<file path="src/rtl/aes_ser_tx.sv">
// -----------------------------------------------------------------------------
// aes_ser_tx
//
// Parallel-to-serial transmitter feeding the AES chip's serial input. A block
// of WIDTH bits is taken from the controller over a valid/ready handshake and
// shifted out MSB-first, one bit per period of the divided clock. The divided
// clock arrives already registered in the clk_in domain. Its rising edges are
// detected and used as bit strobes, so all logic runs on clk_in.
//
// Ports
//   clk_in    system clock, rising edge
//   rst_n     asynchronous active-low reset
//   div_clk   divided clock (clk_in domain) used as the bit strobe source
//   in_data   block to transmit, sampled only in the acceptance cycle
//   in_valid  in_data is valid
//   in_ready  registered; high only while idle and able to accept a block
//   ser_dat   serial data, MSB first
//   ser_en    high while ser_dat carries a valid bit
//   done      one-cycle pulse when a block has finished transmitting
//
// state | meaning
// ------+-----------------------------------------------------------------
// IDLE  | waiting for a block; in_ready high (one cycle after a block ends)
// ARM   | block latched, waiting for the first div_clk rise to align bit 0
// SHIFT | one bit presented per div_clk rise; the extra rise closes the block
// -----------------------------------------------------------------------------
module aes_ser_tx #(
    parameter int WIDTH = 128
) (
    input  logic             clk_in,
    input  logic             rst_n,
    input  logic             div_clk,
    input  logic [WIDTH-1:0] in_data,
    input  logic             in_valid,
    output logic             in_ready,
    output logic             ser_dat,
    output logic             ser_en,
    output logic             done
);

    localparam int CNT_W = $clog2(WIDTH + 1);
    localparam logic [CNT_W-1:0] CNT_LAST = CNT_W'(WIDTH);
    localparam logic [CNT_W-1:0] CNT_ONE  = CNT_W'(1);

    typedef enum logic [1:0] {
        IDLE  = 2'd0,
        ARM   = 2'd1,
        SHIFT = 2'd2
    } state_t;

    state_t           state;
    logic             div_prev;
    logic             rise;
    logic [WIDTH-1:0] shreg;
    logic [CNT_W-1:0] bit_cnt;

    assign rise = div_clk & ~div_prev;

    always_ff @(posedge clk_in or negedge rst_n) begin
        if (!rst_n) begin
            div_prev <= 1'b0;
        end else begin
            div_prev <= div_clk;
        end
    end

    always_ff @(posedge clk_in or negedge rst_n) begin
        if (!rst_n) begin
            state    <= IDLE;
            shreg    <= '0;
            bit_cnt  <= '0;
            in_ready <= 1'b1;
            ser_dat  <= 1'b0;
            ser_en   <= 1'b0;
            done     <= 1'b0;
        end else begin
            done <= 1'b0;
            case (state)
                IDLE: begin
                    // Re-raising in_ready here (not on the closing rise) keeps
                    // it low during the done cycle.
                    in_ready <= 1'b1;
                    if (in_valid && in_ready) begin
                        shreg    <= in_data;
                        bit_cnt  <= '0;
                        in_ready <= 1'b0;
                        state    <= ARM;
                    end
                end
                ARM: begin
                    // A rise coincident with acceptance was seen in IDLE and is
                    // therefore never counted here.
                    if (rise) begin
                        ser_dat <= shreg[WIDTH-1];
                        shreg   <= {shreg[WIDTH-2:0], 1'b0};
                        ser_en  <= 1'b1;
                        bit_cnt <= CNT_ONE;
                        state   <= SHIFT;
                    end
                end
                SHIFT: begin
                    if (rise) begin
                        if (bit_cnt == CNT_LAST) begin
                            // Last bit has been held a full period; close out.
                            ser_en  <= 1'b0;
                            ser_dat <= 1'b0;
                            done    <= 1'b1;
                            state   <= IDLE;
                        end else begin
                            ser_dat <= shreg[WIDTH-1];
                            shreg   <= {shreg[WIDTH-2:0], 1'b0};
                            bit_cnt <= bit_cnt + 1'b1;
                        end
                    end
                end
                default: begin
                    state <= IDLE;
                end
            endcase
        end
    end

endmodule

</file>
<file path="config.mk">
export PLATFORM = sky130hd
export DESIGN_NAME = aes_ser_tx
export DESIGN_NICKNAME = d
export VERILOG_FILES = /design/src/rtl/aes_ser_tx.sv
export SDC_FILE = /design/constraint.sdc
export NUM_CORES = 1
export LEC_CHECK = 0
export ABC_CLOCK_PERIOD_IN_PS = 4620
export BUFFER_PORTS_ARGS = -buffer_cell sky130_fd_sc_hd__buf_2
export CAP_MARGIN = 20
export CORE_UTILIZATION = 25
export CTS_CLUSTER_SIZE = 8
export DETAILED_ROUTE_END_ITERATION = 10
export GPL_TIMING_DRIVEN = 0
export SLEW_MARGIN = 20
export SYNTH_ARGS = -nofsm -noshare
export SYNTH_HDL_FRONTEND = slang
export SYNTH_SLANG_ARGS = --single-unit
export TNS_END_PERCENT = 20
</file>
<file path="constraint.sdc">
create_clock -name clk_in -period 4.62 [get_ports clk_in]
set_input_delay 0.693 -clock clk_in [delete_from_list [all_inputs] [get_ports clk_in]]
set_output_delay 0.693 -clock clk_in [all_outputs]
set_load 0.01 [all_outputs]
</file>
# Word-level counts from Yosys, hierarchy flattened
# Cells that the tools add are included.
totals:
  regBits: 143
  inputBits: 132
  output_inout_bits: 4
  wordCells: 54
op_classes:
  n_addsub: 1
  eq_ne: 8
  mux: 27
  n_bitwise: 2
  reduce_logical: 8
op_table:
  columns: ["op", "n"]
  rows:
  - ["$mux W128", 4]
  - ["$pmux W128 S3", 1]
  - ["$mux W8", 4]
  - ["$pmux W8 S3", 1]
  - ["$mux W1", 10]
  - ["$ne A2 B2 Y1 const B", 5]
  - ["$add A8 B1 Y8 const B", 1]
  - ["$eq A8 B8 Y1 const B", 1]
  - ["$mux W2", 4]
  - ["$reduce_and A4 Y1", 2]
  - ["$pmux W2 S3", 1]
  - ["$reduce_and A5 Y1", 1]
  - ["$pmux W1 S2", 2]
  - ["$reduce_and A3 Y1", 1]
  - ["$reduce_bool A3 Y1", 1]
  - ["$eq A2 B1 Y1 const B", 1]
  - ["$eq A2 B2 Y1 const B", 1]
  - ["$logic_not A2 Y1", 1]
  - ["$reduce_bool A2 Y1", 1]
  - ["$and A1 B1 Y1", 1]
  - ["$logic_and A1 B1 Y1", 1]
  - ["$not A1 Y1", 1]

# Longest topological paths before layout
depth:
  ltp_word: 4
  depth_mapped: 9
  depth_no_buf: 6

# Worst setup path after synthesis
# No wires, ideal clock.
synth_timing:
  path_type: "register to register"
  startpoint: "register state[0]"
  endpoint: "register bit_cnt[6]"
  setup_ns: 0.141
  arrival_ns: 1.969
  t_required_ns: 4.479
  setup_slack_ns: 2.510
  path_stages_with_launch: 9
  n_path_buf: 3
  period_less_slack_ns: 2.110
  cell_sequence: "dfrtp_1 -> inv_1 -> ha_1 -> clkbuf_1 -> or2_1 -> a221oi_4 -> clkbuf_1 -> buf_2 -> a31oi_1"
synth_via:
  elab_chain_cells: 3
  word_cells_on_any_way: 10
  classes_between: "eq/ne (6); mux (1); reduce/logical (3)"
synth_lines:
  columns: ["item", "line", "source"]
  rows:
  - ["start: declaration", "51", "state_t state;"]
  - ["start signal: assignment", "69", "state <= IDLE;"]
  - ["start signal: assignment", "87", "state <= ARM;"]
  - ["start signal: assignment", "98", "state <= SHIFT;"]
  - ["$eq A2 B2 Y1 (tied with other cells)", "78", "case (state)"]
  - ["$ne A2 B2 Y1 (no line) / $reduce_bool A3 Y1 (equally long branches)", null, null]
  - ["$reduce_and A5 Y1 (no line)", null, null]
  - ["end signal: assignment", "112", "bit_cnt <= bit_cnt + 1'b1;"]
  - ["end: declaration", "55", "logic [CNT_W-1:0] bit_cnt;"]
# Several ways; a longest one is shown, not always the timed one.
# A chain may end at the register's enable or synchronous reset.

# Final worst setup path
layout_timing:
  startpoint: "register state[0]"
  endpoint: "register shreg[125]"
layout_via:
  elab_chain_cells: 3
  word_cells_on_any_way: 10
  classes_between: "eq/ne (6); mux (1); reduce/logical (3)"
layout_lines:
  columns: ["item", "line", "source"]
  rows:
  - ["$eq A2 B2 Y1 (tied with other cells)", "78", null]
  - ["$ne A2 B2 Y1 (no line) / $reduce_bool A3 Y1 (equally long branches)", null, null]
  - ["$reduce_and A5 Y1 (no line)", null, null]
  - ["end signal: assignment", "84", "shreg <= in_data;"]
  - ["end signal: assignment", "95", "shreg <= {shreg[WIDTH-2:0], 1'b0};"]
  - ["end signal: assignment", "111", "shreg <= {shreg[WIDTH-2:0], 1'b0};"]
  - ["end: declaration", "54", "logic [WIDTH-1:0] shreg;"]
# Several ways; a longest one is shown, not always the timed one.

==> impl_metrics.xml <==
<?xml version="1.0" encoding="UTF-8"?>
<metrics>
  <group name="outcome">
    <metric name="run_status" unit="">finished, final reports clean</metric>
  </group>
  <group name="cts">
    <metric name="cts_tree" unit="">done</metric>
    <metric name="cts_hold_buffers" unit="">0</metric>
    <metric name="worstSkewPairLatency" unit="ns">0.42</metric>
    <metric name="cts_setup_buffers" unit="">0</metric>
    <metric name="cts_num_sinks" unit="">143</metric>
    <metric name="postCtsResizedCells" unit="">0</metric>
    <metric name="cts_htree_levels" unit="">4</metric>
    <metric name="cts-buffers-inserted" unit="">17</metric>
    <metric name="clock_tree.buffer_depth" unit="">2</metric>
    <metric name="path_clk_slew" unit="ns">0.06</metric>
    <metric name="root_buffer" unit="">clkbuf_16</metric>
  </group>
  <group name="cells_and_area">
    <metric name="leading_cell_types_in_the_layout_fill_and_taps_excluded" unit="">buf_2 (150), dfrtp_1 (142), mux2i_1 (129), a31oi_1 (129), a21oi_1 (127)</metric>
    <metric name="final_layout_size_suffix_gt1_frac" unit="">0.239</metric>
    <metric name="fill_cells" unit="">2908</metric>
    <metric name="most_common_cell_after_layout_fill_and_taps_aside" unit="">buf_2</metric>
    <metric name="design.final.nets" unit="">958</metric>
    <metric name="layout.cells.non_filler" unit="">1213</metric>
    <metric name="area_growth" unit="%">24.9</metric>
    <metric name="final_core_utilization" unit="">0.318</metric>
    <metric name="design_area" unit="um2">8870</metric>
  </group>
  <group name="sta">
    <metric name="report.final.slew_viol_count" unit="">0</metric>
    <metric name="fin_tns_setup" unit="ns">0</metric>
    <metric name="report.final.hold_viol_count" unit="">0</metric>
    <metric name="tightest_slew" unit="ns">0.886</metric>
    <metric name="final_critical_path_required_period" unit="ns">2.93</metric>
    <metric name="clock_tree_skew_after_final_layout" unit="ns">0.00602</metric>
    <metric name="setup_repair_after_global_routing_missed_its_margin" unit="">false</metric>
    <metric name="worst_hold_slack" unit="ns">0.172</metric>
    <metric name="maxClockFrequency" unit="MHz">342</metric>
    <metric name="timing.slew.headroom" unit="">0.409</metric>
    <metric name="min_period_over_period" unit="">0.633</metric>
    <metric name="setup_viol" unit="">0</metric>
  </group>
  <group name="global_route">
    <metric name="grt_pass1_wl" unit="um">32300</metric>
    <metric name="grt_start_max_net_pins" unit="">94</metric>
    <metric name="global_route.overflow_total" unit="">0</metric>
    <metric name="first_global_vias" unit="">5853</metric>
    <metric name="antenna_found_initial" unit="">5</metric>
    <metric name="groute.usage.overall" unit="">0.144</metric>
  </group>
  <group name="die">
    <metric name="dieWidth" unit="um">171</metric>
    <metric name="initial_core_util" unit="">0.255</metric>
    <metric name="std_cell_rows" unit="">61</metric>
    <metric name="die_height" unit="um">171</metric>
    <metric name="io_pins" unit="">136</metric>
    <metric name="die_area" unit="um2">29100</metric>
    <metric name="fp.coreArea" unit="um2">27900</metric>
  </group>
  <group name="place">
    <metric name="numPortBuffers" unit="">135</metric>
    <metric name="place_hpwl" unit="um">13600</metric>
    <metric name="place_inst" unit="">1179</metric>
    <metric name="place_area" unit="um2">8290</metric>
    <metric name="gp_congestion" unit="">0.721</metric>
  </group>
  <group name="synthesis">
    <metric name="post_synth_instance_area" unit="um2">7100</metric>
    <metric name="synth.distinct_cells" unit="">33</metric>
    <metric name="synth_cells" unit="">665</metric>
    <metric name="synthesis.yosys.warnings" unit="">0</metric>
    <metric name="yosysSeqAreaShare" unit="">0.504</metric>
    <metric name="synth-seq-cells" unit="">143</metric>
    <metric name="total_nets_after_synthesis" unit="">803</metric>
    <metric name="syn-mean-instance-area" unit="um2">10.7</metric>
  </group>
  <group name="power_and_ir_drop">
    <metric name="worst_ir_drop_vdd" unit="uV">244</metric>
    <metric name="power.density_cell_area" unit="nW/um2">822</metric>
    <metric name="power_leakage" unit="nW">3.86</metric>
  </group>
  <group name="critical_path">
    <metric name="timing_worst_setup_path_type" unit="">flip-flop to flip-flop</metric>
    <metric name="crit_arrival" unit="ns">3.20</metric>
    <metric name="worst_ep_required_time" unit="ns">4.89</metric>
    <metric name="critPathLaunchType" unit="">flip-flop</metric>
    <metric name="critPathMaxFanout" unit="">10</metric>
    <metric name="crit_path_end_kind" unit="">flip-flop</metric>
  </group>
  <group name="drt">
    <metric name="wl_per_cell" unit="um">16.9</metric>
    <metric name="drc" unit="">0</metric>
    <metric name="finalWirelength" unit="um">20500</metric>
    <metric name="vias_per_cell" unit="">4.96</metric>
    <metric name="final_ant_viol_nets" unit="">0</metric>
    <metric name="route.vias.total" unit="">6015</metric>
    <metric name="drt_pass1_iterations" unit="">5</metric>
    <metric name="dr.first_iter.drc_count" unit="">415</metric>
  </group>
  <group name="run">
    <metric name="maxCapViolations" unit="">0</metric>
  </group>
  <group name="hold_path">
    <metric name="hold_path_class" unit="">input port to asynchronous set/reset pin</metric>
  </group>
</metrics>
-- synth_stat cells (all sizes together) --
master	n	share of area
nor3	1	0.00070
dfrtp	142	0.50
o21ai	6	0.0042
a32o	1	0.0014
nor4bb	1	0.0014
o211ai	1	0.0011
inv	5	0.0026
dfstp	1	0.0037
o41ai	3	0.0037
nor2	11	0.0058
ha	6	0.011
a22o	2	0.0025
a221oi	1	0.0037
a221o	2	0.0028
clkbuf	47	0.025
buf	27	0.023
and3	2	0.0018
mux2i	129	0.18
nand2	4	0.0025
a21boi	1	0.0011
a41oi	1	0.0012
a41o	1	0.0014
a21oi	127	0.090
a31oi	129	0.11
nor2b	2	0.0018
nand2b	1	0.00088
nand4	1	0.00088
mux2	4	0.0063
or2	1	0.00088
nand3	4	0.0028
nor3b	1	0.0011
-- worst max-delay path, stage by stage, from the launching register on --
cell and delay [ns]:
dfrtp_1 0.40, inv_1 0.08, ha_1 0.27, clkbuf_1 0.28
clkbuf_1 0.71, clkbuf_1 0.64, mux2i_1 0.28, a31oi_1 0.12
-- flip-flops by register name (all words and copies together) (netlist names) --
register  count
shreg       128
div_prev      1
ser_en        1
done          1
bit_cnt       8
state         2
in_ready      1
ser_dat       1
-- per-stage QoR --
step | setup slack (ns) | total power, mW
finish | 1.69 | 7.29
global route | 1.47 | 7.85
CTS | 1.67 | 7.36
detailed placement | 1.68 | 5.95
global placement | 0.548 | 5.87
floorplan | 2.51 | 5.04
-- final cells by class --
type	instances	area, um2	area share
Timing Repair Buffer	136	713	0.0804
Clock inverter	10	114	0.0128
Inverter	5	18.8	0.00212
Buffer	74	339	0.0382
Clock buffer	21	460	0.0519
Sequential cell	143	3580	0.404
Antenna cell	3	7.51	0.000847
Tap cell	378	473	0.0533
Multi-Input combinational cell	443	3160	0.357
-- worst paths after layout --
path | to | slack (ns) | cells past startpoint | from
worst min register to register | ser_en$_DFFE_PN0P_ | 0.50 | 2 | ser_en$_DFFE_PN0P_
max in group asynchronous | in_ready$_DFFE_PN1P_ | 3.61 | 2 | rst_n
min in group clk_in | div_prev$_DFF_PN0_ | 0.41 | 1 | div_clk
worst max register to register | shreg[125]$_DFFE_PN0P_ | 1.69 | 7 | state[0]$_DFFE_PN0P_
worst max-delay path | shreg[125]$_DFFE_PN0P_ | 1.69 | 7 | state[0]$_DFFE_PN0P_
worst min-delay path | shreg[86]$_DFFE_PN0P_ | 0.17 | 1 | rst_n
-- layer usage --
layer | up-vias | part of all wire | track usage | routed length (um)
met5 | - | 0.00098 | 0 | 20
met4 | 4 | 0.012 | 0.0435 | 248
met3 | 21 | 0.045 | 0.0315 | 923
met2 | 149 | 0.46 | 0.216 | 9350
met1 | 2997 | 0.49 | 0.204 | 9930
li1 | 2844 | - | - | -
-- logic make-up (layout without fill, tap and decap cells) --
| group | Yosys count | after routing | share of synthesized area |
|---|---|---|---|
| other | 0 | 3 | 0 |
| and+or+nand+nor | 29 | 29 | 0.0204 |
| AOI/OAI and AO/OA | 275 | 275 | 0.226 |
| muxes | 133 | 133 | 0.188 |
| adders and majority gates | 6 | 6 | 0.0106 |
| buffers and inverters | 79 | 246 | 0.0504 |
| DFF | 143 | 143 | 0.504 |
-- where the power goes --
| group | leakage [nW] | total, mW | switching (mW) | internal, mW |
|---|---|---|---|---|
| logic | 2.00 | 3.73 | 2.09 | 1.64 |
| registers | 1.59 | 2.19 | 0.310 | 1.88 |
| clock network | 0.271 | 1.38 | 0.556 | 0.819 |
Power figures use the tool's default switching activity.
